===== src/rtl/regbus_pkg.sv =====
// Shared types and defaults for the register-bus initiator.
package regbus_pkg;

  localparam int          BUS_ADDR_W      = 32;
  localparam int          BUS_DATA_W      = 32;
  localparam int          DEF_TIMEOUT_CYC = 16;
  localparam logic [31:0] DEF_ERR_DATA    = 32'hDEAD_BEEF;

  typedef enum logic [1:0] {
    IDLE,
    ACCESS,
    RESP
  } state_t;

  typedef struct packed {
    logic                    write;
    logic [BUS_ADDR_W-1:0]   addr;
    logic [BUS_DATA_W-1:0]   wdata;
    logic [BUS_DATA_W/8-1:0] wstrb;
  } cmd_t;

  function automatic logic is_misaligned(input logic [1:0] addr_lsbs);
    return addr_lsbs != 2'b00;
  endfunction

endpackage


===== src/rtl/regbus_if.sv =====
// Register-block bus: one initiator drives strobes/address/data, one block answers with READY/DATA_RD.
interface regbus_if #(
  parameter int ADDR_W = 32,
  parameter int DATA_W = 32
) ();

  logic [ADDR_W-1:0]   addr;
  logic                we;
  logic                re;
  logic [DATA_W-1:0]   wdata;
  logic [DATA_W/8-1:0] wstrb;
  logic [DATA_W-1:0]   rdata;
  logic                ready;

  modport master (output addr, we, re, wdata, wstrb, input rdata, ready);
  modport slave  (input addr, we, re, wdata, wstrb, output rdata, ready);

endinterface


===== src/rtl/regbus_sat_counter.sv =====
// Saturating event counter with synchronous clear.
module regbus_sat_counter #(
  parameter int WIDTH = 16
) (
  input  logic             clk,
  input  logic             rst_b,
  input  logic             clr_i,
  input  logic             inc_i,
  output logic [WIDTH-1:0] count_o
);

  logic [WIDTH-1:0] count_q;
  logic [WIDTH-1:0] count_d;

  // NOTE: default assignment first so every path writes count_d and no latch is inferred.
  always_comb begin
    count_d = count_q;
    if (clr_i) begin
      count_d = '0;
    end else if (inc_i && (count_q != '1)) begin
      count_d = count_q + 1'b1;
    end
  end

  always_ff @(posedge clk) begin
    if (!rst_b) begin
      count_q <= '0;
    end else begin
      count_q <= count_d;
    end
  end

  assign count_o = count_q;

endmodule


===== src/rtl/regbus_initiator.sv =====
// Single-outstanding register-bus initiator: command in, one bus access, response out.
module regbus_initiator
  import regbus_pkg::*;
#(
  parameter int                ADDR_W      = BUS_ADDR_W,
  parameter int                DATA_W      = BUS_DATA_W,
  parameter int                TIMEOUT_CYC = DEF_TIMEOUT_CYC,
  parameter logic [DATA_W-1:0] ERR_DATA    = DATA_W'(DEF_ERR_DATA)
) (
  input  logic                clk,
  input  logic                rst_b,
  input  logic                cmd_valid,
  output logic                cmd_ready,
  input  logic                cmd_write,
  input  logic [ADDR_W-1:0]   cmd_addr,
  input  logic [DATA_W-1:0]   cmd_wdata,
  input  logic [DATA_W/8-1:0] cmd_wstrb,
  output logic                rsp_valid,
  input  logic                rsp_ready,
  output logic [DATA_W-1:0]   rsp_rdata,
  output logic                rsp_err,
  regbus_if.master            bus,
  output logic [15:0]         txn_count,
  output logic [15:0]         err_count
);

  localparam int                WAIT_W    = $clog2(TIMEOUT_CYC);
  localparam logic [WAIT_W-1:0] WAIT_LAST = WAIT_W'(TIMEOUT_CYC - 1);

  state_t              state_q;
  cmd_t                cmd_q;
  logic                we_q;
  logic                re_q;
  logic                cmd_ready_q;
  logic                rsp_valid_q;
  logic                rsp_err_q;
  logic [DATA_W-1:0]   rsp_rdata_q;
  logic [WAIT_W-1:0]   wait_q;
  logic                cmd_fire;
  logic                rsp_fire;

  assign cmd_fire = cmd_valid && cmd_ready_q;
  assign rsp_fire = rsp_valid_q && rsp_ready;

  // NOTE: state is updated with non-blocking assignments so every register sees pre-edge values.
  always_ff @(posedge clk) begin
    if (!rst_b) begin
      state_q     <= IDLE;
      cmd_q       <= '0;
      we_q        <= 1'b0;
      re_q        <= 1'b0;
      cmd_ready_q <= 1'b1;
      rsp_valid_q <= 1'b0;
      rsp_err_q   <= 1'b0;
      rsp_rdata_q <= '0;
      wait_q      <= '0;
    end else begin
      unique case (state_q)
        IDLE: begin
          if (cmd_fire) begin
            cmd_ready_q <= 1'b0;
            if (is_misaligned(cmd_addr[1:0])) begin
              // Rejected without touching the bus; bus address/data keep their last value.
              state_q     <= RESP;
              rsp_valid_q <= 1'b1;
              rsp_err_q   <= 1'b1;
              rsp_rdata_q <= cmd_write ? '0 : ERR_DATA;
            end else begin
              state_q     <= ACCESS;
              cmd_q.write <= cmd_write;
              cmd_q.addr  <= BUS_ADDR_W'(cmd_addr);
              cmd_q.wdata <= BUS_DATA_W'(cmd_wdata);
              cmd_q.wstrb <= (BUS_DATA_W/8)'(cmd_wstrb);
              we_q        <= cmd_write;
              re_q        <= !cmd_write;
              wait_q      <= '0;
            end
          end
        end
        ACCESS: begin
          // READY on the last allowed cycle still counts as success.
          if (bus.ready || (wait_q == WAIT_LAST)) begin
            state_q     <= RESP;
            we_q        <= 1'b0;
            re_q        <= 1'b0;
            rsp_valid_q <= 1'b1;
            rsp_err_q   <= !bus.ready;
            rsp_rdata_q <= cmd_q.write ? '0 : (bus.ready ? bus.rdata : ERR_DATA);
          end else begin
            wait_q <= wait_q + 1'b1;
          end
        end
        RESP: begin
          if (rsp_fire) begin
            state_q     <= IDLE;
            rsp_valid_q <= 1'b0;
            cmd_ready_q <= 1'b1;
          end
        end
        default: state_q <= IDLE;
      endcase
    end
  end

  assign cmd_ready = cmd_ready_q;
  assign rsp_valid = rsp_valid_q;
  assign rsp_err   = rsp_err_q;
  assign rsp_rdata = rsp_rdata_q;

  assign bus.addr  = cmd_q.addr[ADDR_W-1:0];
  assign bus.wdata = cmd_q.wdata[DATA_W-1:0];
  assign bus.wstrb = cmd_q.wstrb[DATA_W/8-1:0];
  assign bus.we    = we_q;
  assign bus.re    = re_q;

  regbus_sat_counter #(.WIDTH(16)) u_txn_cnt (
    .clk     (clk),
    .rst_b   (rst_b),
    .clr_i   (1'b0),
    .inc_i   (rsp_fire),
    .count_o (txn_count)
  );

  regbus_sat_counter #(.WIDTH(16)) u_err_cnt (
    .clk     (clk),
    .rst_b   (rst_b),
    .clr_i   (1'b0),
    .inc_i   (rsp_fire && rsp_err_q),
    .count_o (err_count)
  );

endmodule

===== src/flat_wrapper.sv =====
// flat-port wrapper written by rule: the top's interface ports become plain ports
module regbus_initiator_flat import regbus_pkg::*;
#(
  parameter int                ADDR_W      = BUS_ADDR_W,
  parameter int                DATA_W      = BUS_DATA_W,
  parameter int                TIMEOUT_CYC = DEF_TIMEOUT_CYC,
  parameter logic [DATA_W-1:0] ERR_DATA    = DATA_W'(DEF_ERR_DATA)
)
  (clk, rst_b, cmd_valid, cmd_ready, cmd_write, cmd_addr, cmd_wdata, cmd_wstrb, rsp_valid, rsp_ready, rsp_rdata, rsp_err, txn_count, err_count, bus_addr, bus_we, bus_re, bus_wdata, bus_wstrb, bus_rdata, bus_ready);
  regbus_if #(.ADDR_W(ADDR_W), .DATA_W(DATA_W)) bus_i ();
  input  logic clk;
  input  logic rst_b;
  input  logic cmd_valid;
  output logic cmd_ready;
  input  logic cmd_write;
  input  logic [ADDR_W-1:0] cmd_addr;
  input  logic [DATA_W-1:0] cmd_wdata;
  input  logic [DATA_W/8-1:0] cmd_wstrb;
  output logic rsp_valid;
  input  logic rsp_ready;
  output logic [DATA_W-1:0] rsp_rdata;
  output logic rsp_err;
  output logic [15:0] txn_count;
  output logic [15:0] err_count;
  output wire logic [$bits(bus_i.addr)-1:0] bus_addr;
  output wire logic [$bits(bus_i.we)-1:0] bus_we;
  output wire logic [$bits(bus_i.re)-1:0] bus_re;
  output wire logic [$bits(bus_i.wdata)-1:0] bus_wdata;
  output wire logic [$bits(bus_i.wstrb)-1:0] bus_wstrb;
  input wire logic [$bits(bus_i.rdata)-1:0] bus_rdata;
  input wire logic [$bits(bus_i.ready)-1:0] bus_ready;
  assign bus_addr = bus_i.addr;
  assign bus_we = bus_i.we;
  assign bus_re = bus_i.re;
  assign bus_wdata = bus_i.wdata;
  assign bus_wstrb = bus_i.wstrb;
  assign bus_i.rdata = bus_rdata;
  assign bus_i.ready = bus_ready;
  regbus_initiator #(.ADDR_W(ADDR_W), .DATA_W(DATA_W), .TIMEOUT_CYC(TIMEOUT_CYC), .ERR_DATA(ERR_DATA)) u_core (.clk(clk), .rst_b(rst_b), .cmd_valid(cmd_valid), .cmd_ready(cmd_ready), .cmd_write(cmd_write), .cmd_addr(cmd_addr), .cmd_wdata(cmd_wdata), .cmd_wstrb(cmd_wstrb), .rsp_valid(rsp_valid), .rsp_ready(rsp_ready), .rsp_rdata(rsp_rdata), .rsp_err(rsp_err), .bus(bus_i), .txn_count(txn_count), .err_count(err_count));
endmodule

===== config.mk =====
export PLATFORM = sky130hd
export DESIGN_NAME = regbus_initiator_flat
export DESIGN_NICKNAME = d
export VERILOG_FILES = /design/src/rtl/regbus_pkg.sv /design/src/rtl/regbus_if.sv /design/src/rtl/regbus_sat_counter.sv /design/src/rtl/regbus_initiator.sv /design/src/flat_wrapper.sv
export SDC_FILE = /design/constraint.sdc
export NUM_CORES = 1
export LEC_CHECK = 0
export ABC_AREA = 1
export BUFFER_PORTS_ARGS = -buffer_cell sky130_fd_sc_hd__buf_2
export CAP_MARGIN = 40
export CORE_ASPECT_RATIO = 1.75
export CORE_MARGIN = 3
export CORE_UTILIZATION = 25
export CTS_CLUSTER_DIAMETER = 30
export CTS_CLUSTER_SIZE = 24
export DETAILED_ROUTE_END_ITERATION = 6
export PLACE_DENSITY = 0.5
export REMOVE_ABC_BUFFERS = 1
export SETUP_SLACK_MARGIN = 0.05
export SYNTH_ARGS = -nofsm -noshare
export SYNTH_HDL_FRONTEND = slang
export SYNTH_HIERARCHICAL = 1
export SYNTH_SLANG_ARGS = --single-unit

===== constraint.sdc =====
create_clock -name clk -period 1.6 [get_ports clk]
set_clock_uncertainty 0.1 [all_clocks]
set_input_delay 0.08 -clock clk [delete_from_list [all_inputs] [get_ports clk]]
set_output_delay 0.08 -clock clk [all_outputs]
set_load 0.01 [all_outputs]

**Word level (Yosys, flattened, before mapping)**

Cells that the tools add are included.

- Output and inout port bits: 137
- Flip-flop bits (word level): 144
- Bits of input ports: 106

- Reduce and logical (&&, ||, !) cells: 20
- Add/subtract/negate cells: 3
- Equality and inequality tests: 11
- Mux-type cells: 33
- Bitwise operators: 1

Operators by type and width:

| kind | count |
|---|---|
| $mux 32 | 6 |
| $pmux 32 s2 | 1 |
| $add 16x1->16 const B | 2 |
| $ne 16x16->1 const B | 2 |
| $mux 1 | 12 |
| $mux 4 | 3 |
| $reduce_and 4->1 | 3 |
| $reduce_and 3->1 | 3 |
| $mux 2 | 4 |
| $ne 2x1->1 const B | 4 |
| $pmux 1 s2 | 4 |
| $pmux 4 s2 | 1 |
| $pmux 2 s3 | 1 |
| $reduce_bool 2->1 | 3 |
| $logic_and 1x1->1 | 5 |
| $reduce_and 5->1 | 1 |
| $add 4x1->4 const B | 1 |
| $eq 4x4->1 const B | 1 |
| $ne 2x2->1 const B | 2 |
| $pmux 1 s3 | 1 |
| $reduce_bool 3->1 | 1 |
| $eq 2x1->1 const B | 1 |
| $eq 2x2->1 const B | 1 |
| $logic_not 1->1 | 2 |
| other kinds (3) | 3 |

**Longest topological paths before layout**

- Depth in word-level cells: 4
- Mapped depth: 11

**Cells and area by module**

The synthesis kept the hierarchy.

By module, submodules not included:

| module | cells each | times used | seq. area each (sq um) | area an instance (sq um) |
|---|---|---|---|---|
| regbus_initiator | 692 | 1 | 2242.2 | 4992.3 |
| regbus_sat_counter at u_core.u_txn_cnt | 146 | 1 | 320.3 | 965.9 |
| regbus_sat_counter at u_core.u_err_cnt | 153 | 1 | 320.3 | 910.9 |

**Worst setup path before layout**

No wires, ideal clock.

- Path kind: reg-to-reg
- Start point: register u_core.u_txn_cnt.count_q[0] (netlist: u_core/u_txn_cnt/count_o[0])
- End point: register u_core.u_txn_cnt.count_q[14] (netlist: u_core/u_txn_cnt/count_o[14])
- Library setup time: 115 ps
- Data arrival time: 1316 ps
- Stages on the path, launching flop included: 9
- Slack: 69 ps
- Data required time: 1385 ps
- Buffers on the path: 0
- Path through: dfxtp_1 ha_1 nand2_1 nor2_4 nand2_4 nor2_4 inv_2 a21oi_1 nor2_1

- Cells in the longest elaborated chain, start to end: 2
- Elaborated cells on any way between the ends: 3
- Classes of those cells: 1 x add/sub; 1 x eq/ne; 1 x reduce/logical

RTL lines:

| element | RTL line | source |
|---|---|---|
| start, declared | regbus_sat_counter.sv:12 | `logic [WIDTH-1:0] count_q;` |
| start signal, assigned | regbus_sat_counter.sv:29 | `count_q <= count_d;` |
| branches (longest 2 deep; another with $add 16x1->16) | -- |  |

Several ways; the timed one is not identified.
A chain may end at the register's enable or synchronous reset.

**Worst setup path in the final report**

Ends and elaborated chain as after synthesis.

==> flow_metrics.env <==
export IMPL_status="finished clean"
export IMPL_min_period_ns=1.574
export IMPL_drc_errors=0
export IMPL_track_usage_pct=14.82
export IMPL_use_met2_pct=27.45
export IMPL_cts_clk_slew_worst_paths_ns=0.07
export IMPL_syn_area_per_cell_um2=6.931
export IMPL_grt_overflow=0
export IMPL_core_region_area_mm2=0.02679
export IMPL_drive_gt1_share_pct=31.37
export IMPL_p_leak_nw=4.700
export IMPL_hold_depth=3
export IMPL_syn_inst=991
export IMPL_arrival_ns=1.81
export IMPL_synth_cell_types=33
export IMPL_routedWlPerCell_um=13.65
export IMPL_hold_slack_ns=0.02425
export IMPL_crit_family="simple AND/OR/NAND/NOR gates"
export IMPL_drtIter0Drc=232
export IMPL_gp_congestion=0.8288
export IMPL_max_freq_mhz=635.4
export IMPL_clock_sinks=144
export IMPL_rr_startpoint="u_core/u_txn_cnt/count_o[0]$_SDFFE_PP0P_"
export IMPL_cts_root_buf="clkbuf_16"
export IMPL_clock_path_buffers=2
export IMPL_via_per_inst=4.226
export IMPL_hp_class="input port to flop"
export IMPL_start_util_pct=25.64
export IMPL_worstSkewPairLatency_ns=0.44
export IMPL_numPortBuffers=242
export IMPL_grt_use_met1_pct=15.00
export IMPL_ys_async_sr_fraction_pct=0
export IMPL_vias=7133
export IMPL_firstDrtPassIters=4
export IMPL_io_pins=243
export IMPL_critPathMaxFanout=6
export IMPL_die_area_mm2=0.02958
export IMPL_hpwlAfterDp_mm=15.29
export IMPL_grt_pass1_wl_mm=35.06
export IMPL_drv_slew=0
export IMPL_dieWidth_um=131.3
export IMPL_syn2layout_area_growth_pct=50.47
export IMPL_worst_setup_path_end_kind="flop"
export IMPL_worstPathCellList="ha_4, nand2_4, nor2_4, nand2_4, nor2_4, inv_2, a21oi_2, nor2_1"
export IMPL_cp_slowest_stage_delay_ns=0.35
export IMPL_ir_drop_v=0.0007047
export IMPL_rsz0062_at_grt="true"
export IMPL_hold_path_endpoint="u_core/bus.addr[28]$_SDFFE_PN0P_"
export IMPL_htreeDepth=4
export IMPL_grt_antenna_before_repair=1
export IMPL_hold_viol=0
export IMPL_synth_top_area_cell="dfxtp_1"
export IMPL_cts_tree="done"
export IMPL_drtAntennaViolNets=0
export IMPL_criticalPathCategory="flop to flop"
export IMPL_cts_buffers=17
export IMPL_nets=1419
export IMPL_synth_seq_area_share_pct=41.97
export IMPL_required_ns=1.84
export IMPL_num_rows=79
export IMPL_reg2reg_depth=8
export IMPL_synth_ff_type="dfxtp_1"
export IMPL_slowest_stage="dfxtp_2"
export IMPL_grt_busiest_layer="met2"
export IMPL_grt_start_max_net_pins=70
export IMPL_synth_area_leaders="dfxtp_1 (42%), nand2_1 (10%), a21oi_1 (7.7%)"
export IMPL_power_density_mw_per_mm2=977.0
export IMPL_reg2reg_to="u_core/u_txn_cnt/count_o[14]$_SDFFE_PP0P_"
export IMPL_max_cap_viol_count=0
export IMPL_yosys_area_top_type_share_pct=41.97
export IMPL_ff2ff_setup_slack_ns=0.03
export IMPL_syn_cell_area_mm2=0.006869
export IMPL_final_core_util_pct=38.59
export IMPL_p_total_mw=10.10
export IMPL_setup_violations=0
export IMPL_met3_usage_pct=4.781
export IMPL_fillerInstances=2794
export IMPL_crit_path_start_kind="flop"
export IMPL_first_global_vias=6931
export IMPL_die_h_um=225.3
export IMPL_cp_depth=8
export IMPL_synth_edf_count=0
export IMPL_routed_wl_mm=23.04
export IMPL_hold_path_startpoint="rst_b"
export IMPL_yosysWarnings=6
export IMPL_cp_num_buf_inv=1
export IMPL_ys_ff_latch=144
export IMPL_fin_crit_sh_pct=98.36
-- cell type report --
cell class,instances,area (um^2),share of cell area (%)
inverters,128,480.5,4.648
diodes,1,2.502,0.02421
clock buffers,18,439.2,4.249
multi-input cells,608,2958,28.62
clock inverters,14,170.2,1.646
flip-flops and latches,144,2898,28.04
repair buffers,411,2933,28.37
well taps,364,455.4,4.406
-- cell families after synthesis --
| group | count (synthesis) | synth area share (%) |
|---|---|---|
| and+or+nand+nor | 393 | 24.46 |
| buffers and inverters | 241 | 17.54 |
| AOI/OAI and AO/OA | 207 | 15.17 |
| DFF | 144 | 41.97 |
| adders and majority gates | 3 | 0.5465 |
| xor gates and xnor gates | 2 | 0.2551 |
| other | 1 | 0.05459 |
-- state kept, by name (all words and copies together) (netlist names) --
| register | cells |
|---|---|
| u_core/rsp_valid | 1 |
| u_core/u_err_cnt/count_o | 16 |
| u_core/state_q | 2 |
| u_core/wait_q | 4 |
| u_core/bus.wdata | 32 |
| u_core/bus.we | 1 |
| u_core/u_txn_cnt/count_o | 16 |
| u_core/bus.addr | 32 |
| u_core/cmd_ready | 1 |
| u_core/bus.wstrb | 4 |
| u_core/bus.re | 1 |
| u_core/rsp_rdata | 32 |
| u_core/rsp_err | 1 |
| u_core/cmd_q | 1 |
-- tightest hold or removal path: stages --
cell	delay (ns)
buf_2	0.24
o21ai_1	0.13
a21oi_1	0.04
-- report_power, final --
group	total (mW)	internal [mW]	switching, mW
logic	1.94	0.930	1.01
clock network	4.20	2.39	1.80
registers	3.96	3.83	0.131
total	10.1	7.16	2.94
-- per-stage QoR --
step | setup WS [ns] | TNS [ns] | cell area (um^2) | std cells
floorplan | -2.467 | -185.28 | 6148 | 879
global placement | 0.06435 | 0 | 8228 | 1535
detailed placement | 0.004687 | 0 | 8228 | 1535
CTS | 0.06069 | 0 | 9893 | 1671
global route | -0.06348 | -0.1636 | 10330 | 1687
finish | 0.02626 | 0 | 10340 | 1688
-- how the worst max path moves through the flow --
stage / endpoint / startpoint / slack (ns)
3_5_place_dp: u_core/bus.re$_SDFFE_PN0P_ / u_core/state_q[0]$_SDFFE_PN0P_ / 0.005
5_1_grt: u_core/u_txn_cnt/count_o[14]$_SDFFE_PP0P_ / u_core/u_txn_cnt/count_o[0]$_SDFFE_PP0P_ / -0.06
2_1_floorplan: u_core/bus.addr[10]$_SDFFE_PN0P_ / u_core/state_q[1]$_SDFFE_PN0P_ / -2.47
3_3_place_gp: u_core/bus.addr[6]$_SDFFE_PN0P_ / u_core/state_q[0]$_SDFFE_PN0P_ / 0.06
6_report: u_core/u_txn_cnt/count_o[14]$_SDFFE_PP0P_ / u_core/u_txn_cnt/count_o[0]$_SDFFE_PP0P_ / 0.03
4_1_cts: u_core/bus.addr[8]$_SDFFE_PN0P_ / u_core/state_q[1]$_SDFFE_PN0P_ / 0.06
-- Yosys cell counts (2+ instances only) --
cell type and instances:
a21oi_1 105, o21ai_1 8, nand2_1 186, nand3_1 30
dfxtp_1 144, buf_2 15, nand4_1 9, nor2_1 135
ha_1 3, clkbuf_1 24, nor2_4 4, inv_2 3
buf_6 2, nor2_2 10, o21ai_0 92, nand2_2 2
nand3_2 5, buf_4 70, nor3_2 2, nand3b_1 5
inv_1 125
-- routing by layer --
layer / share of wire (%) / routed length, um / vias to the layer above
li1: - / - / 3685
met1: 38 / 8821 / 3209
met2: 53 / 12190 / 197
met3: 5.4 / 1250 / 42
met4: 3.4 / 777 / 0
met5: 0 / 0 / -
-- what timing repair did --
action	in CTS	in global routing
hold endpoints to repair	104	0
hold buffers	102	0
gates resized for setup	1	99
setup buffers	1	6
pin swaps	2	15
setup endpoints to repair	24	139
gates cloned	1	10
-- cell usage in the layout (no fill, tap or decap), types with 7 or more instances in the layout --
cell	synthesis	routed
a21oi_1	105	102
buf_4	70	52
o21ai_0	92	55
nor2_4	4	7
nor2_2	10	21
o21ai_1	8	44
buf_2	15	242
nand2_1	186	181
inv_1	125	123
dfxtp_2	0	12
dlygate4sd3_1	0	102
nand4_1	9	9
nor2_1	135	121
nand3_1	30	28
clkbuf_16	0	23
dfxtp_1	144	132
(Power assumes the default switching activity.)
